--- config.mk ---
export PLATFORM = sky130hd
export DESIGN_NAME = pipeline_control_unit
export DESIGN_NICKNAME = d
export VERILOG_FILES = /design/src/rtl/pipeline_control_unit_pkg.sv /design/src/rtl/pipeline_control_unit_main_decoder.sv /design/src/rtl/pipeline_control_unit.sv
export SDC_FILE = /design/constraint.sdc
export NUM_CORES = 1
export LEC_CHECK = 0
export BUFFER_PORTS_ARGS = -buffer_cell sky130_fd_sc_hd__buf_2
export CAP_MARGIN = 40
export CORE_ASPECT_RATIO = 1.25
export CORE_MARGIN = 2
export CORE_UTILIZATION = 44
export CTS_BUF_LIST = sky130_fd_sc_hd__clkbuf_2
export CTS_CLUSTER_SIZE = 25
export DETAILED_ROUTE_END_ITERATION = 7
export GPL_TIMING_DRIVEN = 0
export PLACE_DENSITY_LB_ADDON = 0.12
export REMOVE_ABC_BUFFERS = 1
export SYNTH_ARGS = -nofsm -noshare
export SYNTH_HDL_FRONTEND = slang
export SYNTH_SLANG_ARGS = --single-unit
--- constraint.sdc ---
create_clock -name clk -period 1.8 [get_ports clk]
set_input_delay 0.27 -clock clk [delete_from_list [all_inputs] [get_ports clk]]
set_output_delay 0.27 -clock clk [all_outputs]
set_load 0.05 [all_outputs]
--- src/rtl/pipeline_control_unit_pkg.sv ---
// Shared encodings for the pipeline control slice: opcodes, ALU ops,
// result-mux and forward selects, plus the staged control bundles.
package pipeline_control_unit_pkg;

   typedef enum logic [6:0] {
      OP_LOAD  = 7'b0000011,
      OP_STORE = 7'b0100011,
      OP_RTYPE = 7'b0110011,
      OP_IALU  = 7'b0010011,
      OP_BEQ   = 7'b1100011,
      OP_JAL   = 7'b1101111
   } opcode_e;

   typedef enum logic [2:0] {
      ALU_ADD = 3'b000,
      ALU_SUB = 3'b001,
      ALU_AND = 3'b010,
      ALU_OR  = 3'b011,
      ALU_SLT = 3'b101
   } alu_op_e;

   typedef enum logic [1:0] {
      RES_ALU = 2'b00,
      RES_MEM = 2'b01,
      RES_PC4 = 2'b10
   } result_src_e;

   typedef enum logic [1:0] {
      FWD_RF  = 2'b00,
      FWD_WB  = 2'b01,
      FWD_MEM = 2'b10
   } fwd_sel_e;

   typedef struct packed {
      logic       reg_we;
      logic       mem_we;
      logic       src_b;
      logic [1:0] result_src;
      logic [2:0] alu_op;
   } ctrl_t;

   typedef struct packed {
      logic       reg_we;
      logic       mem_we;
      logic [1:0] result_src;
   } mem_ctrl_t;

   typedef struct packed {
      logic       reg_we;
      logic [1:0] result_src;
   } wb_ctrl_t;

   localparam ctrl_t CTRL_BUBBLE = '0;

   // Unlisted funct3 values fall back to add.
   function automatic logic [2:0] alu_from_funct3(input logic [2:0] funct3,
                                                  input logic       sub_sel);
      logic [2:0] op;
      case (funct3)
         3'b000:  op = sub_sel ? ALU_SUB : ALU_ADD;
         3'b010:  op = ALU_SLT;
         3'b110:  op = ALU_OR;
         3'b111:  op = ALU_AND;
         default: op = ALU_ADD;
      endcase
      return op;
   endfunction

endpackage

--- src/rtl/pipeline_control_unit_main_decoder.sv ---
// Combinational main decoder: opcode/funct fields to execute-stage control.
// Unknown opcodes yield all-zero control and raise illegal_o.
module main_decoder
   import pipeline_control_unit_pkg::*;
(
   input  logic [6:0] opcode_i,
   input  logic [2:0] funct3_i,
   input  logic       funct7b5_i,
   output logic       reg_we_o,
   output logic       mem_we_o,
   output logic       src_b_o,
   output logic [1:0] result_src_o,
   output logic [2:0] alu_op_o,
   output logic       illegal_o
);

   always_comb begin
      reg_we_o     = 1'b0;
      mem_we_o     = 1'b0;
      src_b_o      = 1'b0;
      result_src_o = RES_ALU;
      alu_op_o     = ALU_ADD;
      illegal_o    = 1'b0;
      case (opcode_i)
         OP_LOAD: begin
            reg_we_o     = 1'b1;
            src_b_o      = 1'b1;
            result_src_o = RES_MEM;
         end
         OP_STORE: begin
            mem_we_o = 1'b1;
            src_b_o  = 1'b1;
         end
         OP_RTYPE: begin
            reg_we_o = 1'b1;
            alu_op_o = alu_from_funct3(funct3_i, funct7b5_i);
         end
         OP_IALU: begin
            reg_we_o = 1'b1;
            src_b_o  = 1'b1;
            alu_op_o = alu_from_funct3(funct3_i, 1'b0);
         end
         OP_BEQ: begin
            alu_op_o = ALU_SUB;
         end
         OP_JAL: begin
            reg_we_o     = 1'b1;
            result_src_o = RES_PC4;
         end
         default: begin
            illegal_o = 1'b1;
         end
      endcase
   end

endmodule

--- src/rtl/pipeline_control_unit.sv ---
// Pipeline control: decode, D->E->M->W control staging, load-use/RAW stall,
// branch flush and operand forwarding (PIPELINE_CONTROL_UNIT_FORWARDING_EN).
module pipeline_control_unit
   import pipeline_control_unit_pkg::*;
#(
   parameter int unsigned REG_ADDR_W = 5,
   parameter int unsigned ALU_OP_W   = 3
) (
   input  logic                  clk,
   input  logic                  rst,
   input  logic [6:0]            opcode_D,
   input  logic [2:0]            funct3_D,
   input  logic                  funct7b5_D,
   input  logic [REG_ADDR_W-1:0] rs1_D,
   input  logic [REG_ADDR_W-1:0] rs2_D,
   input  logic [REG_ADDR_W-1:0] rd_D,
   input  logic                  branch_taken_E,
   output logic                  stall_F,
   output logic                  stall_D,
   output logic                  flush_D,
   output logic                  reg_WE_E,
   output logic                  reg_WE_M,
   output logic                  reg_WE_W,
   output logic                  mem_WE_E,
   output logic                  mem_WE_M,
   output logic                  srcB_E,
   output logic [1:0]            result_src_E,
   output logic [1:0]            result_src_M,
   output logic [1:0]            result_src_W,
   output logic [ALU_OP_W-1:0]   ALU_op_E,
   output logic [REG_ADDR_W-1:0] rd_W,
   output logic [1:0]            fwd_A_E,
   output logic [1:0]            fwd_B_E,
   output logic                  illegal_D
);

   logic       dec_reg_we, dec_mem_we, dec_src_b;
   logic [1:0] dec_result_src;
   logic [2:0] dec_alu_op;
   ctrl_t      dec_ctrl;

   ctrl_t                 ctrl_e_q, ctrl_e_d;
   mem_ctrl_t             ctrl_m_q, ctrl_m_d;
   wb_ctrl_t              ctrl_w_q, ctrl_w_d;
   logic [REG_ADDR_W-1:0] rd_e_q, rd_e_d, rd_m_q, rd_w_q;
   logic                  hit_e, hazard, bubble_e;

   main_decoder u_main_decoder (
      .opcode_i     (opcode_D),
      .funct3_i     (funct3_D),
      .funct7b5_i   (funct7b5_D),
      .reg_we_o     (dec_reg_we),
      .mem_we_o     (dec_mem_we),
      .src_b_o      (dec_src_b),
      .result_src_o (dec_result_src),
      .alu_op_o     (dec_alu_op),
      .illegal_o    (illegal_D)
   );

   assign dec_ctrl = '{reg_we: dec_reg_we, mem_we: dec_mem_we, src_b: dec_src_b,
                       result_src: dec_result_src, alu_op: dec_alu_op};

   // Hazards look only at registered E/M contents, so reset clears any stall.
`ifdef PIPELINE_CONTROL_UNIT_FORWARDING_EN
   always_comb begin
      hit_e  = (rd_e_q != '0) && ((rd_e_q == rs1_D) || (rd_e_q == rs2_D));
      hazard = hit_e && (ctrl_e_q.result_src == RES_MEM);
   end
`else
   logic hit_m;
   always_comb begin
      hit_e  = (rd_e_q != '0) && ((rd_e_q == rs1_D) || (rd_e_q == rs2_D));
      hit_m  = (rd_m_q != '0) && ((rd_m_q == rs1_D) || (rd_m_q == rs2_D));
      hazard = (hit_e && ctrl_e_q.reg_we) || (hit_m && ctrl_m_q.reg_we);
   end
`endif

   // A taken branch wins over a stall: decode is killed, not held.
   assign stall_F  = hazard & ~branch_taken_E;
   assign stall_D  = stall_F;
   assign flush_D  = branch_taken_E;
   assign bubble_e = stall_F | branch_taken_E;

   always_comb begin
      ctrl_e_d = dec_ctrl;
      rd_e_d   = illegal_D ? '0 : rd_D;
      if (bubble_e) begin
         ctrl_e_d = CTRL_BUBBLE;
         rd_e_d   = '0;
      end
      ctrl_m_d = '{reg_we: ctrl_e_q.reg_we, mem_we: ctrl_e_q.mem_we,
                   result_src: ctrl_e_q.result_src};
      ctrl_w_d = '{reg_we: ctrl_m_q.reg_we, result_src: ctrl_m_q.result_src};
   end

   always_ff @(posedge clk) begin
      if (rst) begin
         ctrl_e_q <= CTRL_BUBBLE;
         ctrl_m_q <= '0;
         ctrl_w_q <= '0;
         rd_e_q   <= '0;
         rd_m_q   <= '0;
         rd_w_q   <= '0;
      end else begin
         ctrl_e_q <= ctrl_e_d;
         ctrl_m_q <= ctrl_m_d;
         ctrl_w_q <= ctrl_w_d;
         rd_e_q   <= rd_e_d;
         rd_m_q   <= rd_e_q;
         rd_w_q   <= rd_m_q;
      end
   end

`ifdef PIPELINE_CONTROL_UNIT_FORWARDING_EN
   logic [REG_ADDR_W-1:0] rs1_e_q, rs1_e_d, rs2_e_q, rs2_e_d;
   logic [1:0]            fwd_a, fwd_b;

   assign rs1_e_d = bubble_e ? '0 : rs1_D;
   assign rs2_e_d = bubble_e ? '0 : rs2_D;

   always_ff @(posedge clk) begin
      if (rst) begin
         rs1_e_q <= '0;
         rs2_e_q <= '0;
      end else begin
         rs1_e_q <= rs1_e_d;
         rs2_e_q <= rs2_e_d;
      end
   end

   always_comb begin
      fwd_a = FWD_RF;
      fwd_b = FWD_RF;
      if (ctrl_m_q.reg_we && (rd_m_q != '0) && (rd_m_q == rs1_e_q))
         fwd_a = FWD_MEM;
      else if (ctrl_w_q.reg_we && (rd_w_q != '0) && (rd_w_q == rs1_e_q))
         fwd_a = FWD_WB;
      if (ctrl_m_q.reg_we && (rd_m_q != '0) && (rd_m_q == rs2_e_q))
         fwd_b = FWD_MEM;
      else if (ctrl_w_q.reg_we && (rd_w_q != '0) && (rd_w_q == rs2_e_q))
         fwd_b = FWD_WB;
   end

   assign fwd_A_E = fwd_a;
   assign fwd_B_E = fwd_b;
`else
   assign fwd_A_E = '0;
   assign fwd_B_E = '0;
`endif

   assign reg_WE_E     = ctrl_e_q.reg_we;
   assign mem_WE_E     = ctrl_e_q.mem_we;
   assign srcB_E       = ctrl_e_q.src_b;
   assign result_src_E = ctrl_e_q.result_src;
   assign ALU_op_E     = ALU_OP_W'(ctrl_e_q.alu_op);
   assign reg_WE_M     = ctrl_m_q.reg_we;
   assign mem_WE_M     = ctrl_m_q.mem_we;
   assign result_src_M = ctrl_m_q.result_src;
   assign reg_WE_W     = ctrl_w_q.reg_we;
   assign result_src_W = ctrl_w_q.result_src;
   assign rd_W         = rd_w_q;

endmodule

After elaboration in Yosys (flattened, before gate mapping)
Index checks and enable logic that the tools add are counted.
- logic and storage cells: 54
- input bits: 29
- register bits: 30
- output and inout port bits: 28
- muxes and demuxes: 9
- bitwise gates (word level): 4
- equality and inequality tests: 13
- reduce and logical (&&, ||, !) cells: 15
- operator list (cell ; number):
    5-bit equality test ; 4
    3-bit case mux with 3 select lines ; 2
    7-bit by 6-bit equality test with 1-bit output, second input constant ; 2
    7-bit equality test, second input constant ; 2
    3-bit case mux with 4 select lines ; 1
    5-bit nonzero test ; 2
    7-bit by 2-bit equality test with 1-bit output, second input constant ; 1
    7-bit by 5-bit equality test with 1-bit output, second input constant ; 1
    3-bit equality test, second input constant ; 2
    3-bit OR reduction ; 2
    6-bit OR reduction ; 1
    1-bit two-way mux ; 5
    1-bit logical AND ; 4
    2-bit case mux with 2 select lines ; 1
    4-bit OR reduction ; 1
    3-bit by 2-bit equality test with 1-bit output, second input constant ; 1
    3-bit logical NOT ; 1
    1-bit logical OR ; 3
    1-bit NOT ; 2
    2-bit OR reduction ; 1
    1-bit bitwise AND ; 1
    1-bit bitwise OR ; 1

Depth between registers and ports, before layout
- depth in word-level cells: 8
- depth in mapped cells: 7

Hierarchy
Synthesis repeated with hierarchy kept, for this count alone.
- cell total of the unflattened synthesis: 130
- area, all modules: 1290.0 µm²
- modules (own cells, without submodules) (module ; cells an instance ; seq. area each (µm²) ; times used ; area each (µm²)):
    pipeline_control_unit ; 107 ; 600.6 ; 1 ; 1142.3
    main_decoder ; 23 ; 0.0 ; 1 ; 147.6

Worst setup path before layout
No wires, ideal clock.
- kind: reg2out
- start point: reg rd_e_q[3]
- end point: out stall_F
- setup slack: -0.778 ns
- data required time: 1.530 ns
- stages on the path, launching flop included: 8
- arrival time: 2.308 ns
- path buffers: 2
- cells stage by stage: dfxtp_1 -> xor2_1 -> nor3_1 -> a22oi_1 -> o22ai_2 -> buf_6 -> nor2b_1 -> buf_4
- word-level cells in the longest chain between the ends: 6
- elaborated cells on any way between the ends: 8
- ends and longest elaborated chain (element ; RTL line ; source):
    start: declaration ; pipeline_control_unit.sv:45 ; logic [REG_ADDR_W-1:0] rd_e_q, rd_e_d, rd_m_q, rd_w_q;
    start signal: assignment ; pipeline_control_unit.sv:108 ; rd_e_q <= rd_e_d;
    5-bit equality test ; pipeline_control_unit.sv:72 ; hit_e = (rd_e_q != '0) && ((rd_e_q == rs1_D) || (rd_e_q == rs2_D));
    1-bit logical OR ; pipeline_control_unit.sv:72 ;
    1-bit logical AND (*) ; pipeline_control_unit.sv:72 ;
    1-bit logical AND (*) ; pipeline_control_unit.sv:74 ; hazard = (hit_e && ctrl_e_q.reg_we) || (hit_m && ctrl_m_q.reg_we);
    1-bit logical OR (*) ; pipeline_control_unit.sv:74 ;
    1-bit bitwise AND (*) ; pipeline_control_unit.sv:79 ; assign stall_F = hazard & ~branch_taken_E;
    end: declaration ; pipeline_control_unit.sv:18 ; output logic stall_F,
Mark *: on every way between the ends. The rest lies on a longest branch, timed or not.

Worst setup path in the final report
- start point: reg rd_e_q[3]
- end point: out stall_D
- word-level cells in the longest chain between the ends: 6
- elaborated cells on any way between the ends: 8
- ends and longest elaborated chain (element ; RTL line ; source):
    5-bit equality test ; pipeline_control_unit.sv:72 ;
    1-bit logical OR ; pipeline_control_unit.sv:72 ;
    1-bit logical AND (*) ; pipeline_control_unit.sv:72 ;
    1-bit logical AND (*) ; pipeline_control_unit.sv:74 ;
    1-bit logical OR (*) ; pipeline_control_unit.sv:74 ;
    1-bit bitwise AND (*) ; pipeline_control_unit.sv:79 ;
    end: declaration ; pipeline_control_unit.sv:19 ; output logic stall_D,
Marked as above.

==> results.tsv <==
metric	value	unit
use_met2	0.313	
outcome	finished, violations left	
fin_setup_tns	-0.611	ns
core_area	2890	µm²
synth.top_cell.area_share	0.459	
hold_class	in -> reg	
max_freq	0.475	GHz
worst_path_dominant_cell_family	simple AND/OR/NAND/NOR gates	
fin_nets	219	
globalRouteMet3Util	0.0576	
yosys_warnings	0	
cts_tree	done	
final_hold_viol_count	0	
grt_pass1_wl	4580	µm
critical_path.max_fanout	4	
drc	0	
ys_seq_area_frac	0.459	
finClkSkew	0.0135	ns
io_pins	57	
gp_congestion	0.850	
clk_pin_slew	0.13	ns
die_area	3430	µm²
grt_max_degree	20	
cp_num_buf_inv	1	
synth_seq_cells	30	
path_class	reg -> out	
top_usage_layer	met2	
regArea	611	µm²
via_count	1137	
clk_path_buf_depth	2	
layout_commonest_cell	buf_2	
portBuffers	52	
grt_pass1_vias	1063	
initial_utilization	0.452	
min_period	2.11	ns
antenna_cells	0	
via_per_inst	5.03	
maxCapViolCount	0	
area_delta_synth_final	32.7	%
cts_buffers	5	
antenna_found_initial	0	
synthTopCellsByArea	dfxtp_1, xor2_1, nor2b_1	
p_leak	0.797	nW
die_h	64.9	µm
ys_types	31	
syn_inst	134	
syn_avg_cell_area	9.76	µm²
required	1.53	ns
yosysTopAreaCell	dfxtp_1	
slew_violations	0	
met1_usage	0.199	
finalCritPeriodShare	1.17	
worst_slack	-0.306	ns
cp_data_arrival_time	1.84	ns
syn_area	1310	µm²
nFillCells	283	
ir_drop	399	µV
routed_wl	2870	µm
clockRootBuffer	clkbuf_2	
clock_latency	0.34	ns
hold_buffers	0	
power_density	640	nW/µm²
wl_per_cell	12.7	µm
setup_violations	2	
start_kind	flip-flop	
drive_above_1_share	0.453	
clock_sinks	30	
r2r_setup_slack	0.02	ns
cpMaxStageDelayCell	dfxtp_1	
grt_overflow_total	0	
rsz0062_at_grt	yes	
crit_path_cell_trace	xor2_1, nor3_2, a22oi_2, o22ai_4, nor2b_4, buf_6	
place_hpwl	1950	µm
htreeDepth	2	
cp_slowest_stage_delay	0.37	ns
fp.dieW	52.8	µm
ant_nets	0	
grtUsageTotal	0.183	
layout_common_cells	buf_2, dfxtp_1, xor2_1	
first_iter_violations	14	
final_util	0.600	
dp_worst_setup_slack	-0.491	ns
end_kind	primary output	
drt-pass1-iter-count	4	
power.total	0.00111	W
multi_input_area	742	µm²
violations	setup timing	
rows	22	
## routing by layer
| metal | share of wire | vias up |
|---|---|---|
| li1 | - | 554 |
| met1 | 0.38 | 533 |
| met2 | 0.53 | 44 |
| met3 | 0.072 | 6 |
| met4 | 0.023 | 0 |
| met5 | 0 | - |
## power by group
group	switching (W)	total [W]	internal, W
Clock	0.000202	0.000304	0.000101
Sequential	0.00000171	0.000666	0.000664
Combinational	0.0000938	0.000140	0.0000466
## cell type report
type	count	area share
tap	36	0.0260
multi-input combinational	96	0.428
sequential	30	0.352
clock buffer	7	0.0202
inverter	2	0.00433
timing repair buffer	55	0.170
## logic make-up (layout without fill, tap and decap cells)
logic type | count (synthesis) | after routing | synth area share
buffers and inverters | 11 | 64 | 0.0545
other | 1 | 4 | 0.00287
and+or+nand+nor | 61 | 61 | 0.281
xor gates and xnor gates | 20 | 20 | 0.134
DFF | 30 | 30 | 0.459
AOI/OAI and AO/OA | 11 | 11 | 0.0679
## sequential cells by signal, summed over array words and instances (netlist names)
signal        flops
ALU_op_E          3
mem_WE_E          1
mem_WE_M          1
rd_W              5
rd_e_q            5
rd_m_q            5
reg_WE_E          1
reg_WE_M          1
reg_WE_W          1
result_src_E      2
result_src_M      2
result_src_W      2
srcB_E            1
## synthesized netlist by cell type, drive strengths merged
library cell and n:
a2111oi 1, a211o 1, a21oi 1, a22oi 2, a32oi 1, buf 8, clkbuf 1, conb 1
dfxtp 30, inv 2, nand2 4, nand3 6, nand4 1, nand4b 1, nor2 12, nor2b 19
nor3 7, nor4 4, o21ai 4, o22ai 1, or2 1, or3 1, or4 5, xor2 20
## worst reg2reg max path: stages (launching register included)
cell,delay (ns)
dfxtp_2,0.37
or4_4,0.55
o21ai_4,0.16
o22ai_4,0.10
buf_4,0.21
a2111oi_4,0.31
## metrics by stage
| step | hold WS [ns] | area (µm²) | cells |
|---|---|---|---|
| 2_1_floorplan | 0.339 | 1250 | 128 |
| 3_3_place_gp | 0.441 | 1560 | 216 |
| 3_5_place_dp | 0.456 | 1560 | 216 |
| 4_1_cts | 0.100 | 1670 | 225 |
| 5_1_grt | 0.0901 | 1740 | 226 |
| 6_report | 0.137 | 1740 | 226 |
## path summary, 6_finish.rpt
kind	depth (start not counted)	from	end
hold reg to reg	1	result_src_M[0]	result_src_W[0]
setup reg to reg	5	rd_e_q[1]	reg_WE_E
setup / recovery	6	rd_e_q[3]	stall_D
hold / removal	2	opcode_D[5]	result_src_E[0]
## what timing repair did
action / CTS / global route
resized for setup: 17 / 10
setup buffers: 2 / 1
setup endpoints to repair: 3 / 7
pin swaps: 2 / 2
No activity file was read; power rests on OpenSTA's default activity.
